[config.mk]
export PLATFORM = sky130hd
export DESIGN_NAME = keypad_scanner_flat
export DESIGN_NICKNAME = d
export VERILOG_FILES = /design/src/rtl/calc_pkg.sv /design/src/rtl/keypad_scanner_if.sv /design/src/rtl/row_sync.sv /design/src/rtl/keypad_scanner.sv /design/src/flat_wrapper.sv
export SDC_FILE = /design/constraint.sdc
export NUM_CORES = 1
export LEC_CHECK = 0
export CORE_MARGIN = 8
export CORE_UTILIZATION = 40
export DETAILED_ROUTE_END_ITERATION = 8
export SETUP_SLACK_MARGIN = 0.1
export SYNTH_ARGS = -nofsm -noshare
export SYNTH_HDL_FRONTEND = slang
export SYNTH_SLANG_ARGS = --single-unit
export TNS_END_PERCENT = 1
[constraint.sdc]
create_clock -name clock -period 10.4 [get_ports clock]
set_input_delay 2.08 -clock clock [delete_from_list [all_inputs] [get_ports clock]]
set_output_delay 2.08 -clock clock [all_outputs]
set_load 0.02 [all_outputs]
[src/rtl/calc_pkg.sv]
// calc_pkg: constants and types shared by the keypad scanner and the
// calculator's keypad interpreter.
package calc_pkg;

    localparam int unsigned NUM_ROWS  = 4;
    localparam int unsigned NUM_COLS  = 5;
    localparam int unsigned KEYCODE_W = 5;
    localparam int unsigned NUM_KEYS  = NUM_ROWS * NUM_COLS;

    typedef enum logic [1:0] {IDLE, PRESS_DB, HELD, REL_DB} scan_state_t;
    typedef enum logic [1:0] {NONE, SINGLE, MULTI} frame_res_t;

    // Keycode = col*4 + row; hex digits first, then operators and equals.
    localparam logic [KEYCODE_W-1:0] KEY_0      = 5'd0;
    localparam logic [KEYCODE_W-1:0] KEY_1      = 5'd1;
    localparam logic [KEYCODE_W-1:0] KEY_2      = 5'd2;
    localparam logic [KEYCODE_W-1:0] KEY_3      = 5'd3;
    localparam logic [KEYCODE_W-1:0] KEY_4      = 5'd4;
    localparam logic [KEYCODE_W-1:0] KEY_5      = 5'd5;
    localparam logic [KEYCODE_W-1:0] KEY_6      = 5'd6;
    localparam logic [KEYCODE_W-1:0] KEY_7      = 5'd7;
    localparam logic [KEYCODE_W-1:0] KEY_8      = 5'd8;
    localparam logic [KEYCODE_W-1:0] KEY_9      = 5'd9;
    localparam logic [KEYCODE_W-1:0] KEY_A      = 5'd10;
    localparam logic [KEYCODE_W-1:0] KEY_B      = 5'd11;
    localparam logic [KEYCODE_W-1:0] KEY_C      = 5'd12;
    localparam logic [KEYCODE_W-1:0] KEY_D      = 5'd13;
    localparam logic [KEYCODE_W-1:0] KEY_E      = 5'd14;
    localparam logic [KEYCODE_W-1:0] KEY_F      = 5'd15;
    localparam logic [KEYCODE_W-1:0] KEY_OP_ADD = 5'd16;
    localparam logic [KEYCODE_W-1:0] KEY_OP_SUB = 5'd17;
    localparam logic [KEYCODE_W-1:0] KEY_OP_MUL = 5'd18;
    localparam logic [KEYCODE_W-1:0] KEY_EQ     = 5'd19;

endpackage

[src/rtl/keypad_scanner_if.sv]
// keypad_scanner_if: accepted-key interface from the scanner (master) to the
// calculator top (slave).
interface keypad_scanner_if;
    import calc_pkg::*;

    logic                 newkey;
    logic [KEYCODE_W-1:0] keycode;
    logic                 keydown;

    modport master (output newkey, keycode, keydown);
    modport slave  (input  newkey, keycode, keydown);

endinterface

[src/rtl/row_sync.sv]
// row_sync: two-flop synchroniser for asynchronous, idle-high inputs.
// Resets to all-ones so a pulled-up bus reads as "nothing closed".
module row_sync #(
    parameter int unsigned WIDTH = 4
) (
    input  logic             clock,
    input  logic             reset,
    input  logic [WIDTH-1:0] d,
    output logic [WIDTH-1:0] q
);

    logic [WIDTH-1:0] meta;

    // Two-stage capture; reset forces the idle-high level.
    always_ff @(posedge clock or negedge reset) begin
        if (!reset) begin
            meta <= '1;
            q    <= '1;
        end else begin
            meta <= d;
            q    <= meta;
        end
    end

endmodule

[src/rtl/keypad_scanner.sv]
// keypad_scanner: scans a 4x5 key matrix one column at a time, classifies each
// full frame, debounces presses and releases, and emits newkey/keycode/keydown.
// Optional build macro KEYPAD_AUTOREPEAT_EN adds auto-repeat pulses while a key
// is held; without it, exactly one newkey pulse is produced per press.
module keypad_scanner
    import calc_pkg::*;
#(
    parameter int unsigned SCAN_DIV        = 4,
    parameter int unsigned DEBOUNCE_FRAMES = 3,
    parameter int unsigned REPEAT_DELAY    = 8,
    parameter int unsigned REPEAT_RATE     = 4
) (
    input  logic                clock,
    input  logic                reset,
    input  logic [NUM_ROWS-1:0] rows_n,
    output logic [NUM_COLS-1:0] cols_n,
    keypad_scanner_if.master    key
);

    localparam int unsigned DIV_W = $clog2(SCAN_DIV);
    localparam int unsigned CNT_W = $clog2(DEBOUNCE_FRAMES + 1);

    // The synchroniser needs at least three cycles per column to settle.
    if (SCAN_DIV < 3 || DEBOUNCE_FRAMES < 1 || REPEAT_DELAY < 1 || REPEAT_RATE < 1) begin : g_param_check
        $error("keypad_scanner: illegal parameter value");
    end

    logic [DIV_W-1:0]             div_q;
    logic [2:0]                   col_q;
    logic [NUM_ROWS-1:0]          rows_s;
    logic [NUM_KEYS-NUM_ROWS-1:0] acc_q;
    logic                         frame_end;

    logic [NUM_KEYS-1:0]  closed;
    logic [1:0]           hits;
    logic [KEYCODE_W-1:0] hit_code;
    frame_res_t           res;

    scan_state_t          state_q, state_d;
    logic [KEYCODE_W-1:0] cand_q, cand_d, code_q, code_d, acc_code;
    logic [CNT_W-1:0]     cnt_q, cnt_d, cnt_inc;
    logic                 newkey_q, newkey_d, keydown_q, keydown_d, accept;

`ifdef KEYPAD_AUTOREPEAT_EN
    localparam int unsigned RPT_MAX = (REPEAT_DELAY > REPEAT_RATE) ? REPEAT_DELAY : REPEAT_RATE;
    localparam int unsigned RPT_W   = $clog2(RPT_MAX + 1);

    logic [RPT_W-1:0] rpt_cnt_q, rpt_cnt_d, rpt_inc, rpt_target;
    logic             rpt_en_q, rpt_en_d, rpt_first_q, rpt_first_d;
`endif

    row_sync #(.WIDTH(NUM_ROWS)) u_row_sync (
        .clock (clock),
        .reset (reset),
        .d     (rows_n),
        .q     (rows_s)
    );

    assign cols_n    = ~(NUM_COLS'(1) << col_q);
    assign frame_end = (col_q == 3'(NUM_COLS - 1)) && (div_q == DIV_W'(SCAN_DIV - 1));

    // Column timing; closed contacts of columns 0..3 shift in so col0 ends up in the low nibble.
    always_ff @(posedge clock or negedge reset) begin
        if (!reset) begin
            div_q <= '0;
            col_q <= '0;
            acc_q <= '0;
        end else if (div_q == DIV_W'(SCAN_DIV - 1)) begin
            div_q <= '0;
            if (col_q == 3'(NUM_COLS - 1)) begin
                col_q <= '0;
            end else begin
                col_q <= col_q + 3'd1;
                acc_q <= {~rows_s, acc_q[NUM_KEYS-NUM_ROWS-1:NUM_ROWS]};
            end
        end else begin
            div_q <= div_q + 1'b1;
        end
    end

    // Classify the frame: closed-contact count (saturating at 2) and lowest closed code.
    always_comb begin
        closed   = {~rows_s, acc_q};
        hits     = '0;
        hit_code = '0;
        for (int unsigned i = 0; i < NUM_KEYS; i++) begin
            if (closed[i]) begin
                if (hits == 2'd0) hit_code = KEYCODE_W'(i);
                if (hits != 2'd2) hits = hits + 2'd1;
            end
        end
        case (hits)
            2'd0:    res = NONE;
            2'd1:    res = SINGLE;
            default: res = MULTI;
        endcase
    end

    // Debounce state machine and output next-state; only acts on frame ends.
    always_comb begin
        state_d   = state_q;
        cand_d    = cand_q;
        cnt_d     = cnt_q;
        code_d    = code_q;
        keydown_d = keydown_q;
        newkey_d  = 1'b0;
        accept    = 1'b0;
        acc_code  = cand_q;
        cnt_inc   = (cnt_q >= CNT_W'(DEBOUNCE_FRAMES)) ? cnt_q : cnt_q + 1'b1;
        if (frame_end) begin
            case (state_q)
                IDLE: begin
                    if (res == SINGLE) begin
                        cand_d = hit_code;
                        cnt_d  = CNT_W'(1);
                        if (DEBOUNCE_FRAMES <= 1) begin
                            accept   = 1'b1;
                            acc_code = hit_code;
                        end else begin
                            state_d = PRESS_DB;
                        end
                    end
                end
                PRESS_DB: begin
                    if (res == SINGLE && hit_code == cand_q) begin
                        cnt_d = cnt_inc;
                        if (cnt_inc == CNT_W'(DEBOUNCE_FRAMES)) accept = 1'b1;
                    end else if (res == SINGLE) begin
                        cand_d = hit_code;
                        cnt_d  = CNT_W'(1);
                    end else begin
                        state_d = IDLE;
                        cnt_d   = '0;
                    end
                end
                HELD: begin
                    if (res == NONE) begin
                        if (DEBOUNCE_FRAMES <= 1) begin
                            keydown_d = 1'b0;
                            state_d   = IDLE;
                            cnt_d     = '0;
                        end else begin
                            cnt_d   = CNT_W'(1);
                            state_d = REL_DB;
                        end
                    end
                end
                REL_DB: begin
                    if (res == NONE) begin
                        cnt_d = cnt_inc;
                        if (cnt_inc == CNT_W'(DEBOUNCE_FRAMES)) begin
                            keydown_d = 1'b0;
                            state_d   = IDLE;
                            cnt_d     = '0;
                        end
                    end else begin
                        state_d = HELD;
                    end
                end
                default: state_d = IDLE;
            endcase
            if (accept) begin
                code_d    = acc_code;
                newkey_d  = 1'b1;
                keydown_d = 1'b1;
                state_d   = HELD;
                cnt_d     = '0;
            end
        end
`ifdef KEYPAD_AUTOREPEAT_EN
        rpt_cnt_d   = rpt_cnt_q;
        rpt_en_d    = rpt_en_q;
        rpt_first_d = rpt_first_q;
        rpt_inc     = (rpt_cnt_q >= RPT_W'(RPT_MAX)) ? rpt_cnt_q : rpt_cnt_q + 1'b1;
        rpt_target  = rpt_first_q ? RPT_W'(REPEAT_DELAY) : RPT_W'(REPEAT_RATE);
        if (frame_end) begin
            if (accept) begin
                rpt_cnt_d   = '0;
                rpt_en_d    = 1'b1;
                rpt_first_d = 1'b1;
            end else if (state_q == HELD && rpt_en_q) begin
                if (res == SINGLE && hit_code == code_q) begin
                    if (rpt_inc == rpt_target) begin
                        newkey_d    = 1'b1;
                        rpt_cnt_d   = '0;
                        rpt_first_d = 1'b0;
                    end else begin
                        rpt_cnt_d = rpt_inc;
                    end
                end else begin
                    rpt_en_d  = 1'b0;
                    rpt_cnt_d = '0;
                end
            end
        end
`endif
    end

    // Debounce state and registered outputs.
    always_ff @(posedge clock or negedge reset) begin
        if (!reset) begin
            state_q   <= IDLE;
            cand_q    <= '0;
            cnt_q     <= '0;
            code_q    <= '0;
            newkey_q  <= 1'b0;
            keydown_q <= 1'b0;
        end else begin
            state_q   <= state_d;
            cand_q    <= cand_d;
            cnt_q     <= cnt_d;
            code_q    <= code_d;
            newkey_q  <= newkey_d;
            keydown_q <= keydown_d;
        end
    end

`ifdef KEYPAD_AUTOREPEAT_EN
    // Auto-repeat frame counter, armed at each acceptance.
    always_ff @(posedge clock or negedge reset) begin
        if (!reset) begin
            rpt_cnt_q   <= '0;
            rpt_en_q    <= 1'b0;
            rpt_first_q <= 1'b0;
        end else begin
            rpt_cnt_q   <= rpt_cnt_d;
            rpt_en_q    <= rpt_en_d;
            rpt_first_q <= rpt_first_d;
        end
    end
`endif

    assign key.newkey  = newkey_q;
    assign key.keycode = code_q;
    assign key.keydown = keydown_q;

endmodule

[src/flat_wrapper.sv]
// flat-port wrapper written by rule: the top's interface ports become plain ports
module keypad_scanner_flat import calc_pkg::*;
#(
    parameter int unsigned SCAN_DIV        = 4,
    parameter int unsigned DEBOUNCE_FRAMES = 3,
    parameter int unsigned REPEAT_DELAY    = 8,
    parameter int unsigned REPEAT_RATE     = 4
)
  (clock, reset, rows_n, cols_n, key_newkey, key_keycode, key_keydown);
  keypad_scanner_if key_i ();
  input  logic clock;
  input  logic reset;
  input  logic [NUM_ROWS-1:0] rows_n;
  output logic [NUM_COLS-1:0] cols_n;
  output wire logic [$bits(key_i.newkey)-1:0] key_newkey;
  output wire logic [$bits(key_i.keycode)-1:0] key_keycode;
  output wire logic [$bits(key_i.keydown)-1:0] key_keydown;
  assign key_newkey = key_i.newkey;
  assign key_keycode = key_i.keycode;
  assign key_keydown = key_i.keydown;
  keypad_scanner #(.SCAN_DIV(SCAN_DIV), .DEBOUNCE_FRAMES(DEBOUNCE_FRAMES), .REPEAT_DELAY(REPEAT_DELAY), .REPEAT_RATE(REPEAT_RATE)) u_core (.clock(clock), .reset(reset), .rows_n(rows_n), .cols_n(cols_n), .key(key_i));
endmodule
==> metrics.yaml <==
p_total_w: 0.00105
antenna_found_initial: 0
setup.worst_path.end: "u_core.key.keycode[0]"
nNetsFinal: 644
die_h_um: 129
path_max_fanout: 9
synthXorXnorAreaFrac_pct: 3.21
syn_area_per_cell_um2: 8.03
start_util_pct: 40.6
clk_latency_ps: 280
die_area_um2: 16600
status: "completed"
drive_above_1_share_pct: 11.3
clkTransAtPathRegs_ps: 60
io_buffers: 17
setup_violations: 0
worstMarginPinSlew_ps: 988
path_delay_family: "compound AO/OA/AOI/OAI gates"
globalRouteTotalUtil_pct: 15.8
finClkSkew_ps: 2.35
netlist_area_um2: 5110
grt-ovfl-total: 0
endpoint_kind: "register"
syn_nets: 655
ys_seq_elements: 45
fmax_mhz: 105
synth_fa_ha_area_share_pct: 3.18
seq_area_um2: 1140
fill_cells: 1283
vdd_drop_max_uv: 137
vias: 4892
hold_violations: 0
drv_slew: 0
max_stage_delay_ps: 780
cts_tree: "built"
dp_hpwl_um: 9810
fp-row-count: 41
finalCritPeriodShare_pct: 91.8
cts_made_buffers: 5
drc_errors: 0
reg2reg_depth: 32
maxCapViolCount: 0
postCtsSetupRepairBufs: 0
multi_input_area_um2: 3740
crit_required_ps: 10560
startpoint_type: "register"
synth_compound_area_share_pct: 37.1
tns_ps: 0
htreeDepth: 2
cts.sink_count: 45
critPathBufInv: 3
worst_slack_ps: 851
ys_seq_area_share_pct: 22.2
syn_to_final_growth_pct: 8.03
holdCritPathClass: "reg2reg"
path_depth: 32
ant_nets: 0
period_minus_slack_ps: 9550
grt_pass1_wl_um: 22200
yosys.area.top_type: "dfrtp_1"
r2r-start: "u_core.acc_q[0]"
core_region_area_um2: 12600
drt_iter0_markers: 435
die_w_um: 129
place.gp.congestion: 0.926
grt_pass1_vias: 4535
power_per_cell_area_nw_per_um2: 191
muxShareOfSynthArea_pct: 6.05
synthSimpleGateAreaFrac_pct: 22.8
drt_wl_total_um: 13100
crit_arrival_ps: 9710
maxSlewHeadroom_pct: 34.1
startpoint: "u_core.acc_q[0]"
cpMaxStageDelayCell: "nor4_1"
clock-root-buffer: "clkbuf_16"
synth_cells: 636
grt_max_degree: 46
yosysWarnings: 0
drt-pass1-iter-count: 7
pre_cts_slack_ps: 730
dpl.cell_count: 790
cts_buffer_depth: 2
finalNonFillerCells: 798
leakage_nw: 2.08
synth_top_flop_cell: "dfrtp_1"
io_pins: 18
synthTopCellsByArea: "dfrtp_1, nor2_1, o21ai_0"
viasPerCell: 6.13
timing.rr.end: "u_core.key.keycode[0]"
ys_async_sr_fraction_pct: 100
synth_cell_types: 102
synth_top_family_by_area: "compound AO/OA/AOI/OAI gates"
rsz0062_at_grt: "no"
antenna_cells: 0
synth_most_common_cell: "nor2_1"
wl_per_cell_um: 16.4
crit_type: "reg2reg"
synth_top_area_share_pct: 18.1
synth_edf_count: 0
netlist_top_cells_count: "nor2_1, nand2_1, o21ai_0, dfrtp_1, a21oi_1"
r2r_slack_ps: 850
==> logic make-up after synthesis <==
logic type | Yosys count
AO/OA/AOI/OAI | 239
XOR/XNOR | 17
adder cells (fa/ha/maj) | 13
buffers and inverters | 66
flip-flops | 45
multiplexers | 28
AND/OR/NAND/NOR | 228
==> where the power goes <==
| part | switching, W | internal, W | leakage, nW | total, W |
|---|---|---|---|---|
| registers | 0.0000255 | 0.000189 | 0.549 | 0.000215 |
| clock network | 0.0000598 | 0.0000941 | 0.0743 | 0.000154 |
| logic | 0.000417 | 0.000269 | 1.46 | 0.000686 |
==> layer usage <==
layer  track usage, %  share of wire (%)  wire (um)
met1             21.8                 48       6320
met2             25.1                 46       6030
met3             1.93                3.4        444
met4             4.98                2.2        283
met5                0                  0          0
==> layout by cell type (no fill, tap or decap), types with 14 or more instances in the layout <==
master | netlist | final
a21oi_1 | 33 | 33
clkdlybuf4s50_1 | 0 | 16
dfrtp_1 | 37 | 37
inv_1 | 28 | 28
mux2i_1 | 16 | 16
nand2_1 | 50 | 50
nand3_1 | 14 | 14
nor2_1 | 62 | 62
nor3_1 | 22 | 22
o21ai_0 | 44 | 44
==> repair_timing <==
item / in CTS / in global routing
endpoints found under the setup margin: 0 / 16
hold buffers: 0 / 0
resized for setup: 0 / 7
==> how the worst min path moves through the flow <==
stage | depth (start not counted) | slack [ps] | from | endpoint
detailed placement | 0 | 350 | u_core.u_row_sync.meta[2] | u_core.u_row_sync.q[2]
finish | 0 | 350 | u_core.u_row_sync.meta[2] | u_core.u_row_sync.q[2]
global route | 0 | 360 | u_core.u_row_sync.meta[2] | u_core.u_row_sync.q[2]
global placement | 0 | 350 | u_core.u_row_sync.meta[2] | u_core.u_row_sync.q[2]
CTS | 0 | 360 | u_core.u_row_sync.meta[2] | u_core.u_row_sync.q[2]
floorplan | 0 | 350 | u_core.u_row_sync.meta[0] | u_core.u_row_sync.q[0]
==> worst reg2reg max path, delay by kind of cell, from the launching register on <==
family,cells,cell delay (ps)
flops,1,380
mux,3,800
buf+inv,3,230
xor+xnor,1,210
simple gates,10,3360
fa+ha+maj,3,760
compound gates,12,3700
==> through the flow <==
stage	instance area, um^2	hold slack, ps	utilization [%]
global route	5520	358	43.9
detailed placement	5330	348	42.4
floorplan	5110	345	-
finish	5520	355	43.9
CTS	5480	357	43.6
global placement	5330	347	42.4
==> final cells by class <==
type	instances	share of cell area, %
clock buffer	6	2.52
clock inverter	2	0.159
inverter	31	2.11
multi-input combinational	525	67.7
sequential	45	20.6
tap	172	3.90
timing repair buffer	17	2.99
==> sequential cells by signal, indices dropped and copies added, names as in the netlist <==
signal / count
u_core.acc_code: 5
u_core.acc_q: 16
u_core.cnt_q: 2
u_core.col_q: 3
u_core.div_q: 2
u_core.key.keycode: 5
u_core.key.keydown: 1
u_core.key.newkey: 1
u_core.state_q: 2
u_core.u_row_sync.meta: 4
u_core.u_row_sync.q: 4
Note: power is estimated with default switching activity, not from simulation.
